File: config.mk
export PLATFORM = sky130hd
export DESIGN_NAME = r_resp_arbiter
export DESIGN_NICKNAME = d
export VERILOG_FILES = /design/src/rtl/r_resp_arbiter.sv
export SDC_FILE = /design/constraint.sdc
export NUM_CORES = 1
export LEC_CHECK = 0
export CAP_MARGIN = 15
export CORE_AREA = 2 2 196 198
export DETAILED_ROUTE_END_ITERATION = 8
export DIE_AREA = 0 0 198 200
export GPL_TIMING_DRIVEN = 0
export PLACE_DENSITY_LB_ADDON = 0.25
export SYNTH_ARGS = -nofsm -noshare
export SYNTH_HDL_FRONTEND = slang
export SYNTH_SLANG_ARGS = --single-unit
File: constraint.sdc
create_clock -name clk -period 3.7 [get_ports clk]
set_clock_uncertainty 0.2 [all_clocks]
set_input_delay 0.74 -clock clk [delete_from_list [all_inputs] [get_ports clk]]
set_output_delay 0.74 -clock clk [all_outputs]
set_load 0.01 [all_outputs]
File: src/rtl/r_resp_arbiter.sv
// rtl/r_resp_arbiter.sv - round-robin, burst-locked merge of AXI R beats into one registered stream
module r_resp_arbiter #(
   parameter int NUM_SRC    = 4,
   parameter int ID_WIDTH   = 32,
   parameter int DATA_WIDTH = 64,
   parameter int RESP_WIDTH = 2,
   localparam int IDX_W     = $clog2(NUM_SRC)
) (
   input  logic                           clk,
   input  logic                           rst,
   input  logic [NUM_SRC-1:0]             in_valid,
   output logic [NUM_SRC-1:0]             in_ready,
   input  logic [NUM_SRC*ID_WIDTH-1:0]    in_id,
   input  logic [NUM_SRC*DATA_WIDTH-1:0]  in_data,
   input  logic [NUM_SRC*RESP_WIDTH-1:0]  in_resp,
   input  logic [NUM_SRC-1:0]             in_last,
   output logic                           out_valid,
   input  logic                           out_ready,
   output logic [ID_WIDTH-1:0]            out_id,
   output logic [DATA_WIDTH-1:0]          out_data,
   output logic [RESP_WIDTH-1:0]          out_resp,
   output logic                           out_last,
   output logic                           busy,
   output logic [IDX_W-1:0]               owner
);

   typedef enum logic {
      ST_IDLE  = 1'b0,
      ST_BURST = 1'b1
   } state_t;

   state_t                  state_q;
   logic [IDX_W-1:0]        rr_ptr_q;
   logic [IDX_W-1:0]        rr_ptr_d;
   logic [IDX_W-1:0]        owner_q;
   logic                    out_valid_q;
   logic [ID_WIDTH-1:0]     out_id_q;
   logic [DATA_WIDTH-1:0]   out_data_q;
   logic [RESP_WIDTH-1:0]   out_resp_q;
   logic                    out_last_q;

   logic [IDX_W-1:0]        sel;
   logic                    sel_valid;
   logic                    slot_free;
   logic                    accept;
   int                      scan_sum;
   logic [IDX_W-1:0]        scan_idx;
   logic [ID_WIDTH-1:0]     sel_id;
   logic [DATA_WIDTH-1:0]   sel_data;
   logic [RESP_WIDTH-1:0]   sel_resp;
   logic                    sel_last;

   assign slot_free = ~out_valid_q | out_ready;

   // Scan downward so the valid source nearest rr_ptr_q is the last write and wins.
   always_comb begin
      sel       = owner_q;
      sel_valid = 1'b0;
      scan_sum  = 0;
      scan_idx  = '0;
      if (state_q == ST_BURST) begin
         sel_valid = in_valid[owner_q];
      end else begin
         for (int k = NUM_SRC - 1; k >= 0; k--) begin
            scan_sum = int'(rr_ptr_q) + k;
            if (scan_sum >= NUM_SRC) begin
               scan_sum = scan_sum - NUM_SRC;
            end
            scan_idx = IDX_W'(scan_sum);
            if (in_valid[scan_idx]) begin
               sel       = scan_idx;
               sel_valid = 1'b1;
            end
         end
      end
   end

   always_comb begin
      in_ready = '0;
      sel_id   = '0;
      sel_data = '0;
      sel_resp = '0;
      sel_last = 1'b0;
      for (int i = 0; i < NUM_SRC; i++) begin
         if (sel == IDX_W'(i)) begin
            in_ready[i] = rst & slot_free & sel_valid;
            sel_id      = in_id[i*ID_WIDTH +: ID_WIDTH];
            sel_data    = in_data[i*DATA_WIDTH +: DATA_WIDTH];
            sel_resp    = in_resp[i*RESP_WIDTH +: RESP_WIDTH];
            sel_last    = in_last[i];
         end
      end
   end

   assign accept   = |in_ready;
   assign rr_ptr_d = (sel == IDX_W'(NUM_SRC - 1)) ? '0 : sel + 1'b1;

   always_ff @(posedge clk or negedge rst) begin
      if (!rst) begin
         state_q     <= ST_IDLE;
         rr_ptr_q    <= '0;
         owner_q     <= '0;
         out_valid_q <= 1'b0;
         out_id_q    <= '0;
         out_data_q  <= '0;
         out_resp_q  <= '0;
         out_last_q  <= 1'b0;
      end else if (accept) begin
         out_valid_q <= 1'b1;
         out_id_q    <= sel_id;
         out_data_q  <= sel_data;
         out_resp_q  <= sel_resp;
         out_last_q  <= sel_last;
         owner_q     <= sel;
         if (sel_last) begin
            state_q  <= ST_IDLE;
            rr_ptr_q <= rr_ptr_d;
         end else begin
            state_q  <= ST_BURST;
         end
      end else if (out_ready) begin
         out_valid_q <= 1'b0;
      end
   end

   assign out_valid = out_valid_q;
   assign out_id    = out_id_q;
   assign out_data  = out_data_q;
   assign out_resp  = out_resp_q;
   assign out_last  = out_last_q;
   assign busy      = (state_q == ST_BURST);
   assign owner     = owner_q;

endmodule

==> impl_results.md, run 1 <==
* Synth Warn # at 0
* Layout Nets at 1786
* Required time worst endpoint at around 3.8 ns
* Inserted Clock Buffers at 9
* Via/cell ratio at roughly 4.6
* Main synth FF type: dfrtp_1
* Min Tclk post-route at 3.63 ns
* Reg-to-Reg End: out_data[51]
* Placed cells at 1871
* Commonest non-fill, non-tap cell in the layout: clkdlybuf4s50_1
* Worst Path Arrival at 3.73 ns
* CTS tree: yes
* EDFF count, synth at 0
* Overflow left after global routing at 0
* Syn Nets at 1256
* R2R cell count at 13
* R2r setup slk at 0.14 ns
* Wirelength, routed at 40800 µm
* Final std cells w/o fill at 1898
* Reg-to-Reg Start: rr_ptr_q[1]
* Logic pwr share at 0.767
* Die Span Y at 200 µm
* Clk Latency, worst-skew pair at 0.36 ns
* Drt wl/cell at 21.5 µm
* P_int at slightly above 7 mW
* GR Util All Layers at 0.197
* Clock power frac at 0.072
* Routability congestion estimate at 0.834
* Sink Count at 105
* Mean Syn Cell Area at about 9 µm²
* DP Area at 13300 µm²
* FF+latch count, synth at 105
* Mapped cell area at 7560 µm²
* Worst-path maximum fanout at 10
* Final period util at 0.982
* Crit start category: input pin
* Global-route wire length before repair at 56600 µm
* Synth async-reset ratio at 1.00
* Post-DRT Antenna Nets at 0
* Vias in the first global route at 8928
* Run status: finished, final reports clean
* Largest net degree at the start of global routing at 56
* Seq/Total Area, Yosys at 0.348
* CORE AREA at 37400 µm²
* Post-CTS Hold Buffers at 0
* Slew headroom at 0.409
* Initial core utilization at 0.202
* Worst vdd ir at about 400 µV
* Io pins at 510
* Fin area at 13900 µm²
* DRT Pass-1 Iters at 5
* Die ar. at between 30000 and 40000 µm²
* Upper clock frequency limit at 275 MHz
* Row count at 71
* Max-cap violations at 0
* RSZ-0062 raised after global routing: yes
* NetSw at 6.79 mW
* Clock Tree Root: clkbuf_16
* Leak at approximately 4.9 nW
* Pwr Total at 13.8 mW
* DR vias at 8758
* Most frequent cells in the layout: clkdlybuf4s50_1, a21oi_1, dfrtp_1
* CP endpoint kind: register
* Die X at 198 µm
* Final hold vios at 0
* Clock-pin transition on the worst setup and hold timing paths at roughly 0.07 ns
* # DRC at 0
* Synth-to-Final Area Change at 84.2%
* Library cells used by synthesis at 39
* Initial antenna violation count at 3
* Final Max Tran Viols at 0
* Gate Count Post-Synth at 849
* Cell Pwr Density at 994 nW/µm²
* Crit Path Category: in2reg
* Hpwl dp at 32900 µm
* H-tree levels at 3
* Layout cell share with drive strength beyond 1 at 0.208
* Clock Tree Buf Depth at 2
* DRT iter0 DRCs at 301
* Port Buffers at between 500 and 600
* Final setup viols at 0
* Sequential power share at 0.161
* Sw Ratio at 0.490
* Worst Tran Pin Value at 0.886 ns
* HP Class: in2async
## through the flow
| stage | hold slack [ns] | TNS, ns | setup WS (ns) | util |
|---|---|---|---|---|
| 2_1_floorplan | 0.244 | 0 | 0.0967 | - |
| 3_3_place_gp | 0.276 | -684.23 | -4.09 | 0.355 |
| 3_5_place_dp | 0.290 | -127.69 | -1.93 | 0.357 |
| 4_1_cts | 0.132 | -0.0978 | -0.0422 | 0.371 |
| 5_1_grt | 0.143 | -0.0603 | -0.0286 | 0.372 |
| 6_report | 0.122 | 0 | 0.0674 | 0.372 |
## logic make-up after synthesis
logic type               count (synthesis)  synth area share
adder cells (fa/ha/maj)                  4           0.00662
flip-flops                             105             0.348
AND/OR/NAND/NOR                        322             0.248
multiplexers                             5           0.00860
AO/OA/AOI/OAI                          318             0.311
buffers and inverters                   95            0.0784
## power groups by stage
stage	Clock, mW	Sequential [mW]	Combinational (mW)
2_1_floorplan	0	2.47	6.00
3_3_place_gp	0	2.22	10.3
3_5_place_dp	0	2.24	10.3
4_1_cts	1.04	2.23	10.7
5_1_grt	1.08	2.30	11.5
6_report	0.998	2.22	10.6
## worst max path at each step
stage	start	end	slack, ns	cells past startpoint
after floorplan	in_valid[0]	in_ready[3]	0.1	9
after global placement	rst	in_ready[3]	-4.09	5
after detailed placement	in_valid[0]	in_ready[3]	-1.93	11
after CTS	rr_ptr_q[1]	in_ready[2]	-0.04	12
after global routing	rr_ptr_q[1]	out_data[51]	-0.03	15
final	in_valid[3]	out_data[51]	0.07	13
## worst max-delay path: stages
cell	delay [ns]
clkdlybuf4s15_2	0.25
nand2b_1	0.19
o21ai_0	0.18
a21o_1	0.21
and2_4	0.18
ha_4	0.14
clkbuf_8	0.12
buf_8	0.14
clkbuf_1	0.68
a221oi_1	0.25
nor3_1	0.35
a21oi_1	0.11
a21oi_2	0.14
## state kept, by name (all words and copies together), names as in the netlist
register,flops
busy,1
out_data,64
out_id,32
out_last,1
out_resp,2
out_valid,1
owner,2
rr_ptr_q,2
## final cells by class
cell class                 count  area (µm²)
fill                        3852       23500
timing repair buffer         519        5200
multi-input combinational    649        4440
sequential                   105        2630
buffer                        89         702
tap                          511         639
clock buffer                  11         243
clock inverter                 3        42.5
inverter                       6        22.5
antenna                        5        12.5
## routing by layer
| metal | global-route usage | share of wire | vias to the layer above |
|---|---|---|---|
| met4 | 0.0841 | 0.029 | 0 |
| met1 | 0.228 | 0.40 | 4134 |
| met5 | 0 | 0 | - |
| li1 | - | - | 4188 |
| met2 | 0.345 | 0.49 | 380 |
| met3 | 0.0492 | 0.075 | 56 |
## repair_timing
action | 4_1_cts | 5_1_grt
gates cloned | 0 | 0
setup endpoints to repair | 108 | 28
buffers inserted | 7 | 1
pin swaps | 1 | 1
resized for setup | 67 | 20
## synthesized netlist by cell type (3+ instances only)
| master | count | area, µm² |
|---|---|---|
| a21oi_1 | 110 | 551 |
| dfrtp_1 | 105 | 2630 |
| nor2b_1 | 101 | 632 |
| nor3_1 | 99 | 495 |
| a221oi_1 | 97 | 850 |
| a21oi_2 | 90 | 788 |
| nor2_2 | 90 | 563 |
| clkbuf_1 | 50 | 188 |
| buf_2 | 17 | 85.1 |
| nor2_1 | 12 | 45.0 |
| buf_12 | 10 | 200 |
| buf_4 | 10 | 75.1 |
| nand2_1 | 8 | 30.0 |
| inv_1 | 6 | 22.5 |
| o21ai_0 | 6 | 30.0 |
| and2_1 | 5 | 31.3 |
| ha_1 | 4 | 50.1 |
| mux2_4 | 3 | 45.0 |
| nand2b_1 | 3 | 18.8 |
Note: power is estimated with default switching activity, not from simulation.
==> run 2, diff against run 1 <==
SLEW_MARGIN = 20   (was unset)
==> impl_results.md, run 2 (synthesis gave the netlist of run 1 again) <==
* Routability congestion estimate at 0.834 (unchanged)
* CORE AREA at 37400 µm² (unchanged)
* Cell Pwr Density at 994 nW/µm² (about the same)
* Post-DRT Antenna Nets at 0 (unchanged)
* Crit Path Category: in2out (was in2reg)
* # DRC at 0 (unchanged)
* Port Buffers at 509 (unchanged)
* Min Tclk post-route at 3.61 ns (was 3.63 ns)
* Global-route wire length before repair at 56600 µm (about the same)
* Placed cells at 1870 (was 1871)
* Max reg flops at 64 (unchanged)
* Upper clock frequency limit at 277 MHz (was 275 MHz)
* Vias in the first global route at 8963 (was 8928)
* Overflow left after global routing at 0 (unchanged)
* Layout cell share with drive strength beyond 1 at 0.211 (was 0.208)
* Hpwl dp at 32800 µm (was 32900 µm)
* Worst path cell trace: clkdlybuf4s15_2, nand2b_1, o221ai_1, a21o_1, and2_4, ha_2, and2_1, clkdlybuf4s50_1 (was clkdlybuf4s15_2, nand2b_1, o21ai_0, a21o_1, and2_4, ha_4, clkbuf_8, buf_8, clkbuf_1, a221oi_1, nor3_1, a21oi_1, a21oi_2)
* Die ar. at 39600 µm² (unchanged)
* Crit-path max cell delay at 0.54 ns (was 0.68 ns)
* Max-cap violations at 0 (unchanged)
* M2 GR Usage at 0.350 (was 0.345)
* Drt wl/cell at 21.5 µm (about the same)
* DRT iter0 DRCs at 382 (was 301)
* Inserted Clock Buffers at 9 (unchanged)
* Wirelength, routed at 40900 µm (was 40800 µm)
* Slew headroom at 0.460 (was 0.409)
* Worst Path Arrival at 2.67 ns (was 3.73 ns)
* Required time worst endpoint at 2.76 ns (was 3.79 ns)
* Die X at 198 µm (unchanged)
* Largest net degree at the start of global routing at 56 (unchanged)
* Final setup viols at 0 (unchanged)
* Io pins at 510 (unchanged)
* GR Util All Layers at 0.196 (was 0.197)
* Most Crowded Layer GR: met2 (unchanged)
* Final period util at 0.975 (was 0.982)
* Synth-to-Final Area Change at 84.1% (was 84.2%)
* R2R cell count at 14 (was 13)
* Run status: finished, final reports clean (unchanged)
* Clock Tree Buf Depth at 2 (unchanged)
* Die Span Y at 200 µm (unchanged)
* Post-CTS Hold Buffers at 0 (unchanged)
* Clock-pin transition on the worst setup and hold timing paths at 0.07 ns (about the same)
* Row count at 71 (unchanged)
* Final hold vios at 0 (unchanged)
* Setup TNS Final at 0 ns (unchanged)
* Met1 Usage GRT at 0.225 (was 0.228)
* Most frequent cells in the layout: clkdlybuf4s50_1, a21oi_1, dfrtp_1 (unchanged)
* Met3 usage at 0.0554 (was 0.0492)
* Final std cells w/o fill at 1900 (was 1898)
* DP Area at 13300 µm² (about the same)
* CTS tree: yes (unchanged)
* Slowest-stage cell, CP: clkdlybuf4s50_1 (was clkbuf_1)
* CP endpoint kind: primary output (was register)
* Clock Tree Root: clkbuf_16 (unchanged)
* DRT Pass-1 Iters at 5 (unchanged)
* Final Max Tran Viols at 0 (unchanged)
* Crit start category: input pin (unchanged)
* Pre-CTS WS at -1.91 ns (was -1.93 ns)
* DR vias at 8787 (was 8758)
* Leak at 4.95 nW (was 4.94 nW)
* H-tree levels at 3 (unchanged)
* Sink Count at 105 (unchanged)
* RSZ-0062 raised after global routing: no (was yes)
* Initial core utilization at 0.202 (unchanged)
* Worst setup margin at 0.0934 ns (was 0.0674 ns)
* Clk Latency, worst-skew pair at 0.36 ns (about the same)
* Worst-path maximum fanout at 6 (was 10)
* Worst Tran Pin Value at 0.810 ns (was 0.886 ns)
* Layout Nets at 1788 (was 1786)
* Fin area at 13900 µm² (about the same)
* Worst vdd ir at 376 µV (was 404 µV)
* Pwr Total at 13.8 mW (about the same)
* Initial antenna violation count at 4 (was 3)
* Via/cell ratio at 4.62 (was 4.61)
* Commonest non-fill, non-tap cell in the layout: clkdlybuf4s50_1 (unchanged)
* HP Class: in2async (unchanged)
run 2: cell count changes in the layout (fill, tap and decap cells not counted), sizes merged:
cell	change
clkdlybuf4s15	+1
clkbuf	-3
diode	-2
buf	+4
bufinv	-1
clkinv	+3
run 2: worst max-delay path, delay by kind of cell:
| kind | cells | cell delay [ns] |
|---|---|---|
| buffers and inverters | 2 | 0.79 |
| adders and majority gates | 1 | 0.23 |
| AOI/OAI and AO/OA | 2 | 0.40 |
| and+or+nand+nor | 3 | 0.51 |
run 2: area by class of cell:
| class | count | area, µm² |
|---|---|---|
| antenna | 3 | 7.51 |
| buffer | 88 | 703 |
| clock buffer | 11 | 243 |
| clock inverter | 5 | 31.3 |
| fill | 3902 | 23500 |
| inverter | 6 | 22.5 |
| multi-input combinational | 649 | 4440 |
| sequential | 105 | 2630 |
| tap | 511 | 639 |
| timing repair buffer | 522 | 5200 |
run 2: repair_timing:
action | 4_1_cts | 5_1_grt
pin swaps | 3 | 5
setup endpoints to repair | 108 | 52
buffers inserted | 8 | 4
gates resized for setup | 74 | 16
run 2: worst paths after layout:
check	startpoint	slack (ns)	endpoint
max	in_valid[3]	0.09	in_ready[0]
min	rst	0.12	out_data[5]
max reg2reg	owner[1]	0.17	out_data[12]
min reg2reg	out_last	0.31	out_last
max in group asynchronous	rst	2.49	owner[0]
min in group clk	out_last	0.31	out_last
run 2: routing by layer:
metal	vias to the layer above	part of all wire	wire, µm
met2	374	0.49	20000
li1	4191	-	-
met5	-	0.00032	13
met4	2	0.029	1170
met3	51	0.080	3280
met1	4169	0.40	16400
run 2: stage by stage:
step,util,hold slack (ns)
floorplan,-,0.244
global placement,0.355,0.276
detailed placement,0.356,0.296
CTS,0.371,0.135
global route,0.372,0.142
finish,0.372,0.124
run 2: report_power, final:
part	total, mW	switching, mW	internal [mW]
Combinational	10.7	5.93	4.73
Sequential	2.22	0.434	1.79
Clock	0.950	0.476	0.475
Total	13.8	6.84	7.00
